`config.mk`:
```
export PLATFORM = sky130hd
export DESIGN_NAME = spi_sram_target
export DESIGN_NICKNAME = d
export VERILOG_FILES = /design/src/rtl/spi_sram_target_pkg.sv /design/src/rtl/spi_input_sync.sv /design/src/rtl/spi_sram_target.sv
export SDC_FILE = /design/constraint.sdc
export NUM_CORES = 1
export LEC_CHECK = 0
export CAP_MARGIN = 0
export CORE_ASPECT_RATIO = 1.1
export CORE_MARGIN = 2
export CORE_UTILIZATION = 40
export CTS_BUF_LIST = sky130_fd_sc_hd__clkbuf_8
export DETAILED_ROUTE_END_ITERATION = 10
export GPL_TIMING_DRIVEN = 0
export MAX_ROUTING_LAYER = met4
export PLACE_DENSITY = 0.64
export REMOVE_ABC_BUFFERS = 1
export SLEW_MARGIN = 20
export SYNTH_ARGS = -nofsm -noshare
export SYNTH_HDL_FRONTEND = slang
export SYNTH_SLANG_ARGS = --single-unit
export TNS_END_PERCENT = 20
```
`constraint.sdc`:
```
create_clock -name clk_i -period 3.51 [get_ports clk_i]
set_clock_uncertainty 0.1 [all_clocks]
set_input_delay 0.702 -clock clk_i [delete_from_list [all_inputs] [get_ports clk_i]]
set_output_delay 0.702 -clock clk_i [all_outputs]
set_load 0.03 [all_outputs]
```
`src/rtl/spi_sram_target_pkg.sv`:
```
// Shared command codes and state encodings for the SPI serial-SRAM responder.
package spi_sram_target_pkg;

  localparam logic [7:0] CMD_READ  = 8'h03;
  localparam logic [7:0] CMD_WRITE = 8'h02;

  typedef enum logic [2:0] {
    IDLE,
    CMD,
    ADDR,
    RDATA,
    WDATA,
    IGNORE
  } frame_state_t;

  typedef enum logic {
    BUS_IDLE,
    BUS_REQ
  } bus_state_t;

endpackage

```
`src/rtl/spi_input_sync.sv`:
```
// Multi-stage synchroniser for one SPI pin, with single-cycle rise/fall pulses
// derived from the synchronised level.
module spi_input_sync #(
  parameter int unsigned SYNC_STAGES = 2,
  parameter logic        RESET_VAL   = 1'b0
) (
  input  logic clk_i,
  input  logic rst_ni,
  input  logic d_i,
  output logic q_o,
  output logic rise_o,
  output logic fall_o
);

  logic [SYNC_STAGES-1:0] sync_q, sync_d;
  logic                   prev_q, prev_d;

  always_comb begin
    sync_d = {sync_q[SYNC_STAGES-2:0], d_i};
    prev_d = sync_q[SYNC_STAGES-1];
  end

  always_ff @(posedge clk_i or negedge rst_ni) begin
    if (!rst_ni) begin
      sync_q <= {SYNC_STAGES{RESET_VAL}};
      prev_q <= RESET_VAL;
    end else begin
      sync_q <= sync_d;
      prev_q <= prev_d;
    end
  end

  assign q_o    = sync_q[SYNC_STAGES-1];
  assign rise_o = q_o & ~prev_q;
  assign fall_o = ~q_o & prev_q;

endmodule

```
`src/rtl/spi_sram_target.sv`:
```
// SPI mode-0 target emulating a 23-series serial SRAM; each data byte becomes
// one Wishbone single transfer. Everything runs in clk_i; sck is only sampled.
module spi_sram_target
  import spi_sram_target_pkg::*;
#(
  parameter int unsigned ADDR_WIDTH  = 23,
  parameter int unsigned SYNC_STAGES = 2
) (
  input  logic                  clk_i,
  input  logic                  rst_ni,
  input  logic                  sck,
  input  logic                  mosi,
  input  logic                  ss_n,
  output logic                  miso,
  output logic                  miso_oe_o,
  output logic                  cyc_o,
  output logic                  stb_o,
  output logic                  we_o,
  output logic [ADDR_WIDTH-1:0] adr_o,
  output logic [7:0]            dat_o,
  input  logic [7:0]            dat_i,
  input  logic                  ack_i,
  output logic                  overrun_o
);

  logic sck_rise, sck_fall, ss_s, ss_rise, ss_fall, mosi_s;
  logic sck_s_unused, mosi_rise_unused, mosi_fall_unused;

  spi_input_sync #(.SYNC_STAGES(SYNC_STAGES), .RESET_VAL(1'b0)) u_sck_sync (
    .clk_i, .rst_ni, .d_i(sck), .q_o(sck_s_unused), .rise_o(sck_rise), .fall_o(sck_fall));
  spi_input_sync #(.SYNC_STAGES(SYNC_STAGES), .RESET_VAL(1'b1)) u_ss_sync (
    .clk_i, .rst_ni, .d_i(ss_n), .q_o(ss_s), .rise_o(ss_rise), .fall_o(ss_fall));
  spi_input_sync #(.SYNC_STAGES(SYNC_STAGES), .RESET_VAL(1'b0)) u_mosi_sync (
    .clk_i, .rst_ni, .d_i(mosi), .q_o(mosi_s), .rise_o(mosi_rise_unused), .fall_o(mosi_fall_unused));

  frame_state_t          frame_q, frame_d;
  bus_state_t            bus_q, bus_d;
  logic                  rd_mode_q, rd_mode_d;
  logic [4:0]            bit_cnt_q, bit_cnt_d;
  logic [23:0]           rx_sr_q, rx_sr_d, rx_next;
  logic [ADDR_WIDTH-1:0] addr_q, addr_d, adr_q, adr_d, req_adr;
  logic [7:0]            tx_sr_q, tx_sr_d, dat_q, dat_d, req_dat;
  logic                  tx_valid_q, tx_valid_d, miso_q, miso_d, overrun_q, overrun_d;
  logic                  rd_live_q, rd_live_d, we_q, we_d, req, req_we;

  assign rx_next = {rx_sr_q[22:0], mosi_s};

  always_comb begin
    frame_d    = frame_q;
    bus_d      = bus_q;
    rd_mode_d  = rd_mode_q;
    bit_cnt_d  = bit_cnt_q;
    rx_sr_d    = rx_sr_q;
    addr_d     = addr_q;
    tx_sr_d    = tx_sr_q;
    tx_valid_d = tx_valid_q;
    miso_d     = miso_q;
    overrun_d  = overrun_q;
    rd_live_d  = rd_live_q;
    we_d       = we_q;
    adr_d      = adr_q;
    dat_d      = dat_q;
    req        = 1'b0;
    req_we     = 1'b0;
    req_adr    = addr_q;
    req_dat    = rx_next[7:0];

    if (ss_rise) begin
      // Frame aborted: any in-flight read result becomes stale.
      frame_d    = IDLE;
      bit_cnt_d  = '0;
      miso_d     = 1'b0;
      tx_valid_d = 1'b0;
      rd_live_d  = 1'b0;
    end else begin
      case (frame_q)
        IDLE: if (ss_fall) begin
          frame_d   = CMD;
          bit_cnt_d = '0;
          overrun_d = 1'b0;
          miso_d    = 1'b0;
        end
        CMD: if (sck_rise) begin
          rx_sr_d   = rx_next;
          bit_cnt_d = bit_cnt_q + 5'd1;
          if (bit_cnt_q == 5'd7) begin
            bit_cnt_d = '0;
            rd_mode_d = (rx_next[7:0] == CMD_READ);
            if (rx_next[7:0] == CMD_READ || rx_next[7:0] == CMD_WRITE) frame_d = ADDR;
            else frame_d = IGNORE;
          end
        end
        ADDR: if (sck_rise) begin
          rx_sr_d   = rx_next;
          bit_cnt_d = bit_cnt_q + 5'd1;
          if (bit_cnt_q == 5'd23) begin
            bit_cnt_d = '0;
            addr_d    = rx_next[ADDR_WIDTH-1:0];
            if (rd_mode_q) begin
              frame_d = RDATA;
              req     = 1'b1;
              req_adr = rx_next[ADDR_WIDTH-1:0];
            end else begin
              frame_d = WDATA;
            end
          end
        end
        WDATA: if (sck_rise) begin
          rx_sr_d   = rx_next;
          bit_cnt_d = bit_cnt_q + 5'd1;
          if (bit_cnt_q == 5'd7) begin
            bit_cnt_d = '0;
            req       = 1'b1;
            req_we    = 1'b1;
            addr_d    = addr_q + 1'b1;
          end
        end
        RDATA: begin
          if (sck_rise) begin
            bit_cnt_d = bit_cnt_q + 5'd1;
            if (bit_cnt_q == 5'd7) begin
              // Host has sampled bit 0: prefetch the next sequential byte.
              bit_cnt_d  = '0;
              tx_valid_d = 1'b0;
              addr_d     = addr_q + 1'b1;
              req        = 1'b1;
              req_adr    = addr_q + 1'b1;
            end
          end else if (sck_fall && bit_cnt_q != 5'd0) begin
            // The fall with bit_cnt==0 trails the previous byte and must not shift.
            if (tx_valid_q) begin
              tx_sr_d = tx_sr_q << 1;
              miso_d  = tx_sr_q[6];
            end else begin
              miso_d = 1'b0;
              if (bit_cnt_q == 5'd1) overrun_d = 1'b1;
            end
          end
        end
        IGNORE: miso_d = 1'b0;
        default: frame_d = IDLE;
      endcase
    end

    case (bus_q)
      BUS_IDLE: if (req) begin
        bus_d     = BUS_REQ;
        we_d      = req_we;
        adr_d     = req_adr;
        rd_live_d = ~req_we;
        if (req_we) dat_d = req_dat;
      end
      BUS_REQ: begin
        if (ack_i) begin
          bus_d = BUS_IDLE;
          if (!we_q && rd_live_q && frame_q == RDATA && !ss_rise) begin
            tx_sr_d    = dat_i;
            miso_d     = dat_i[7];
            tx_valid_d = 1'b1;
          end
        end
        if (req) overrun_d = 1'b1;
      end
      default: bus_d = BUS_IDLE;
    endcase
  end

  always_ff @(posedge clk_i or negedge rst_ni) begin
    if (!rst_ni) begin
      frame_q    <= IDLE;
      bus_q      <= BUS_IDLE;
      rd_mode_q  <= 1'b0;
      bit_cnt_q  <= '0;
      rx_sr_q    <= '0;
      addr_q     <= '0;
      tx_sr_q    <= '0;
      tx_valid_q <= 1'b0;
      miso_q     <= 1'b0;
      overrun_q  <= 1'b0;
      rd_live_q  <= 1'b0;
      we_q       <= 1'b0;
      adr_q      <= '0;
      dat_q      <= '0;
    end else begin
      frame_q    <= frame_d;
      bus_q      <= bus_d;
      rd_mode_q  <= rd_mode_d;
      bit_cnt_q  <= bit_cnt_d;
      rx_sr_q    <= rx_sr_d;
      addr_q     <= addr_d;
      tx_sr_q    <= tx_sr_d;
      tx_valid_q <= tx_valid_d;
      miso_q     <= miso_d;
      overrun_q  <= overrun_d;
      rd_live_q  <= rd_live_d;
      we_q       <= we_d;
      adr_q      <= adr_d;
      dat_q      <= dat_d;
    end
  end

  assign miso      = miso_q;
  assign miso_oe_o = ~ss_s;
  assign cyc_o     = (bus_q == BUS_REQ);
  assign stb_o     = (bus_q == BUS_REQ);
  assign we_o      = we_q;
  assign adr_o     = adr_q;
  assign dat_o     = dat_q;
  assign overrun_o = overrun_q;

endmodule

```
# Word level (Yosys, flattened, before mapping)
# Cells that the tools add are included.
[totals]
latchBits = 0
n_memories = 0
wordCells = 147
ramBits = 0
in_bits = 14
regBits = 107
rom_bits = 0
out_inout_bits = 37
[classes]
muxes = 74
n_bitwise = 11
shift = 0
mul = 0
addsub = 2
n_eq_ne = 19
n_div = 0
n_reduce_logical = 22
order_cmp = 0
[op_table]
columns = ["op", "n"]
rows = [
  ["$mux 23", 8],
  ["$pmux 23 s2", 2],
  ["$mux 8", 8],
  ["$mux 1", 36],
  ["$mux 5", 6],
  ["$mux 3", 8],
  ["$add 23x1->23 const B", 1],
  ["$eq 8x2->1 const B", 2],
  ["$ne 3x3->1 const B", 5],
  ["$pmux 5 s3", 1],
  ["$pmux 3 s4", 1],
  ["$reduce_and 4->1", 3],
  ["$reduce_or 3->1", 3],
  ["$not 1->1", 7],
  ["$eq 3x2->1 const B", 2],
  ["$eq 3x3->1 const B", 2],
  ["$pmux 1 s2", 3],
  ["$reduce_and 3->1", 2],
  ["$reduce_and 6->1", 1],
  ["$add 5x1->5 const B", 1],
  ["$eq 5x1->1 const B", 1],
  ["$eq 5x3->1 const B", 1],
  ["$eq 5x5->1 const B", 1],
  ["$reduce_bool 5->1", 1],
  ["14 further kinds", 22],
]

# Longest topological paths before layout
[depth]
word_depth = 10
mapped_depth = 10

# Cells and area by module
# Synthesis repeated with hierarchy kept, for this count alone.
[hier_totals]
hier_cells = 644
area_unflattened_um2 = 6060.8
[by_module_without_submodules]
columns = ["mod", "area_each_um2", "n_inst", "cells_per_inst", "seq_area_each_um2"]
rows = [
  ["spi_sram_target", 5786.8, 1, 629, 2452.4],
  ["spi_input_sync at u_mosi_sync ...", 90.1, 2, 5, 75.1],
  ["spi_input_sync at u_ss_sync", 93.8, 1, 5, 78.8],
]

# Worst setup path after synthesis
# OpenSTA, ideal clock, no wires.
[synth_timing]
path_type = "reg-to-reg"
start = "reg u_ss_sync.prev_q"
end = "reg adr_q[13], in the netlist adr_o[13]"
required_ns = 3.306
path_stages_with_launch = 10
setup_ns = 0.104
synth_period_minus_slack_ns = 2.623
path_slack_ns = 0.887
t_arrival_ns = 2.420
cell_sequence = "dfstp_2 -> inv_1 -> ha_1 -> clkbuf_1 -> nor3b_4 -> o2111ai_2 -> or2_1 -> buf_6 -> or4_1 -> o311ai_1"
[synth_via]
elab_chain_len = 4
word_cells_on_any_way = 5
cone_classes = "mux (2); bitwise (2); reduce/logical (1)"
[synth_lines]
columns = ["element", "line", "rtl"]
rows = [
  ["start: declaration", "spi_input_sync.sv:16", "logic prev_q, prev_d;"],
  ["start signal: assignment", "spi_input_sync.sv:29", "prev_q <= prev_d;"],
  ["$not 1->1 *", "spi_input_sync.sv:34", "assign rise_o = q_o & ~prev_q;"],
  ["$and 1x1->1 *", "spi_input_sync.sv:34", ""],
  ["$mux 1", "spi_sram_target.sv:68", "if (ss_rise) begin"],
  ["$reduce_and 2->1 (no line)", "-", ""],
  ["end signal: assignment", "spi_sram_target.sv:197", "adr_q <= adr_d;"],
  ["end: declaration", "spi_sram_target.sv:41", "logic [ADDR_WIDTH-1:0] addr_q, addr_d, adr_q, adr_d, req_adr;"],
]
# Every way passes the cells marked *; elsewhere a longest branch is shown, timed or not.
# A chain may end at the register's enable or synchronous reset.

# Worst setup path in the final report
# Same ends and word-level chain as after synthesis.

==> results.sh <==
export IMPL_maxCapViolCount=0
export IMPL_detail_route_first_pass_iterations=6
export IMPL_crit_path_cell_trace="inv_1 > ha_1 > nor4b_2 > o2111ai_2 > or2_2 > or4_1 > o311ai_1"
export IMPL_r2r_start="u_ss_sync.prev_q"
export IMPL_setup_viol=0
export IMPL_fp_dieArea_mm2=0.0162
export IMPL_post_drt_wl_per_cell_um=19.4
export IMPL_fraction_of_final_layout_cells_sized_beyond_drive_strength_1_pct=12.5
export IMPL_starting_density_pct=40.6
export IMPL_period_share_pct=95.4
export IMPL_critical_path_required_ns=3.73
export IMPL_leak_pwr_nw=2.79
export IMPL_place_detailed_hpwl_mm=11.2
export IMPL_multi_input_area_mm2=0.00320
export IMPL_tritoncts_num_buffers=9
export IMPL_core_region_area_mm2=0.0150
export IMPL_clock_path_buffers=2
export IMPL_worst_ep_arrival_ns=3.57
export IMPL_final_hold_violation_count=0
export IMPL_final_sum_of_negative_setup_slack_ns=0
export IMPL_power_ir_vdd_worst_v=0.000322
export IMPL_synth_top_flop_cell="dfrtp_1"
export IMPL_fp_row_count=47
export IMPL_cts_sinks=106
export IMPL_outcome="complete, no violations"
export IMPL_grt_max_degree=57
export IMPL_die_height_um=133
export IMPL_final_nets=686
export IMPL_via_count_of_the_first_global_routing_pass=5321
export IMPL_finalWeightedCongestion=0.934
export IMPL_layout_core_utilization_pct=46.5
export IMPL_clock_insertion_delay_worst_skew_ns=0.41
export IMPL_io_buffer_count=50
export IMPL_dr_first_iter_drc_count=629
export IMPL_ctsHtreeMaxLevel=3
export IMPL_yosys_register_bits=106
export IMPL_register_area_mm2=0.00266
export IMPL_overflow=0
export IMPL_final_max_slew_violation_count=0
export IMPL_synthesis_area_mm2=0.00609
export IMPL_num_vias=5387
export IMPL_route_antenna_remaining_nets=0
export IMPL_cts_tree="built"
export IMPL_crit_path_max_incr_delay_ns=0.64
export IMPL_criticalPathCategory="flip-flop to flip-flop"
export IMPL_synth_distinct_cells=71
export IMPL_fillers=1423
export IMPL_setup_reg_to_reg_worst_slack_ns=0.16
export IMPL_synthesis_area_per_instance_um2=9.32
export IMPL_quantity_of_hold_fixing_buffers_added_after_cts=0
export IMPL_number_of_antenna_violations_at_the_first_check_in_global_routing=0
export IMPL_clk_pin_slew_worst_paths_ns=0.12
export IMPL_end_kind="flip-flop"
export IMPL_clock_tree_root_cell="clkbuf_8"
export IMPL_antennaDiodeCount=0
export IMPL_ios=51
export IMPL_crit_path_max_delay_family="simple AND/OR/NAND/NOR gates"
export IMPL_worst_hold_slack_ns=0.126
export IMPL_power_density_cell_area_mw_per_mm2=554
export IMPL_grt_pass1_wl_mm=27.7
export IMPL_viasPerCell=6.21
export IMPL_synth_sequential_area_ratio_pct=43.6
export IMPL_synthCells=654
export IMPL_dpl_cell_area_mm2=0.00671
export IMPL_crit_buf_inv=1
export IMPL_worstReg2RegEnd="adr_o[13]"
export IMPL_timing_critical_path_from_type="flip-flop"
export IMPL_worst_pin_slew_ns=1.02
export IMPL_timing_slew_headroom_pct=31.2
export IMPL_groute_usage_overall_pct=22.2
export IMPL_die_width_um=122
export IMPL_holdCritPathClass="input pin to async pin"
export IMPL_worst_r2r_cell_count=7
export IMPL_asyncSetResetFlopFracSynth_pct=100
export IMPL_max_clk_rate_mhz=298
export IMPL_synth_enable_flop_cells=0
export IMPL_slowest_stage="or2_2"
export IMPL_syn2layout_area_growth_pct=14.4
export IMPL_drc=0
export IMPL_design_area_mm2=0.00697
export IMPL_crit_fanout=28
export IMPL_grt_setup_unrepaired="no"
export IMPL_route_final_wire_length_mm=16.8
export IMPL_yosys_warnings=0
export IMPL_period_minus_slack_ns=3.35
==> worst max path at each step <==
stage / from / end / slack [ns] / cells past startpoint
finish: u_ss_sync.prev_q / adr_o[13] / 0.16 / 7
global route: u_ss_sync.prev_q / adr_o[13] / 0.01 / 7
CTS: u_ss_sync.prev_q / dat_o[6] / 0.05 / 8
detailed placement: u_ss_sync.prev_q / dat_o[6] / -0.26 / 8
global placement: rst_ni / tx_sr_q[4] / -2.54 / 1
floorplan: u_ss_sync.prev_q / dat_o[0] / 0.19 / 7
==> routing by layer <==
layer	GRT usage, %	share of wire [%]	up-vias
met5	-	0	-
met4	9.13	2.5	0
met3	3.81	7.7	43
met2	33.8	48	242
met1	29.4	42	2624
li1	-	-	2478
==> registers in the layout, summed over array words and instances (netlist names) <==
name / cells
dat_o: 8
u_sck_sync.sync_q: 2
addr_q: 23
rd_live_q: 1
adr_o: 23
miso: 1
u_ss_sync.sync_q: 2
rd_mode_q: 1
overrun_o: 1
bit_cnt_q: 5
we_o: 1
tx_sr_q: 7
frame_q: 3
tx_valid_q: 1
rx_sr_q: 22
u_sck_sync.prev_q: 1
cyc_o: 1
u_ss_sync.prev_q: 1
u_mosi_sync.sync_q: 2
==> Yosys cell counts (all sizes together), types with 6 or more instances <==
master	n	area, µm²
a21oi	59	295
a22oi	10	75.1
a2bb2oi	13	114
a31oi	15	93.8
buf	22	121
clkbuf	34	128
dfrtp	103	2580
ha	6	75.1
inv	10	37.5
mux2	32	360
mux2i	10	100
nand2	52	195
nand3	21	105
nand4	13	81.3
nor2	54	203
nor2b	6	37.5
nor3	13	65.1
nor4	11	83.8
o21ai	32	160
o22ai	13	81.3
or3	6	37.5
or4	6	45.0
==> area by class of cell <==
cell class	count	area share [%]
well taps	196	3.52
clock inverters	5	1.22
repair buffers	57	8.51
clock buffers	11	2.17
multi-input cells	482	45.9
inverters	10	0.539
flip-flops and latches	106	38.1
==> repair_timing <==
| action | in CTS | in global routing |
|---|---|---|
| pin swaps | 1 | 0 |
| resized for setup | 2 | 2 |
| endpoints found under the setup margin | 12 | 9 |
| buffers inserted | 1 | 0 |
| cloned | 0 | 0 |
==> cells by family (layout without fill, tap and decap cells) <==
kind of cell | count (synthesis) | in the layout | synth area share (%)
buffers and inverters | 66 | 83 | 4.70
adders and majority gates | 6 | 6 | 1.23
and+or+nand+nor | 226 | 226 | 20.1
AOI/OAI and AO/OA | 199 | 199 | 21.5
xor gates and xnor gates | 9 | 9 | 1.29
DFF | 106 | 106 | 43.6
muxes | 42 | 42 | 7.56
==> placed cells by master (no fill, tap or decap), drive strengths merged, types with 5 or more instances in the layout <==
master / synthesis / final
dfrtp: 103 / 103
a21oi: 59 / 59
nor2: 54 / 54
nand2: 52 / 52
clkdlybuf4s50: 0 / 49
mux2: 32 / 32
o21ai: 32 / 32
nand3: 21 / 21
a31oi: 15 / 15
nand4: 13 / 13
o22ai: 13 / 13
a2bb2oi: 13 / 13
nor3: 13 / 13
clkbuf: 34 / 11
inv: 10 / 11
nor4: 11 / 11
mux2i: 10 / 10
a22oi: 10 / 10
buf: 22 / 8
nor2b: 6 / 6
or4: 6 / 6
ha: 6 / 6
or3: 6 / 6
or3b: 5 / 5
o31ai: 5 / 5
and4: 5 / 5
a211oi: 5 / 5
a221oi: 5 / 5
a222oi: 5 / 5
xnor2: 5 / 5
o21a: 5 / 5
==> through the flow <==
| step | power [mW] | setup slack (ns) | std cells |
|---|---|---|---|
| 6_report | 3.86 | 0.160 | 867 |
| 5_1_grt | 4.11 | 0.0143 | 867 |
| 4_1_cts | 3.86 | 0.0504 | 867 |
| 3_5_place_dp | 2.96 | -0.261 | 850 |
| 3_3_place_gp | 2.87 | -2.54 | 844 |
| 2_1_floorplan | 2.56 | 0.189 | 598 |
==> report_power, final <==
group          internal, mW  leakage (nW)  total (mW)  switching (mW)
Sequential             1.41          1.37        1.83           0.425
Combinational         0.529          1.30        1.13           0.604
Clock                 0.445         0.116       0.895           0.451
(Power assumes the default switching activity.)
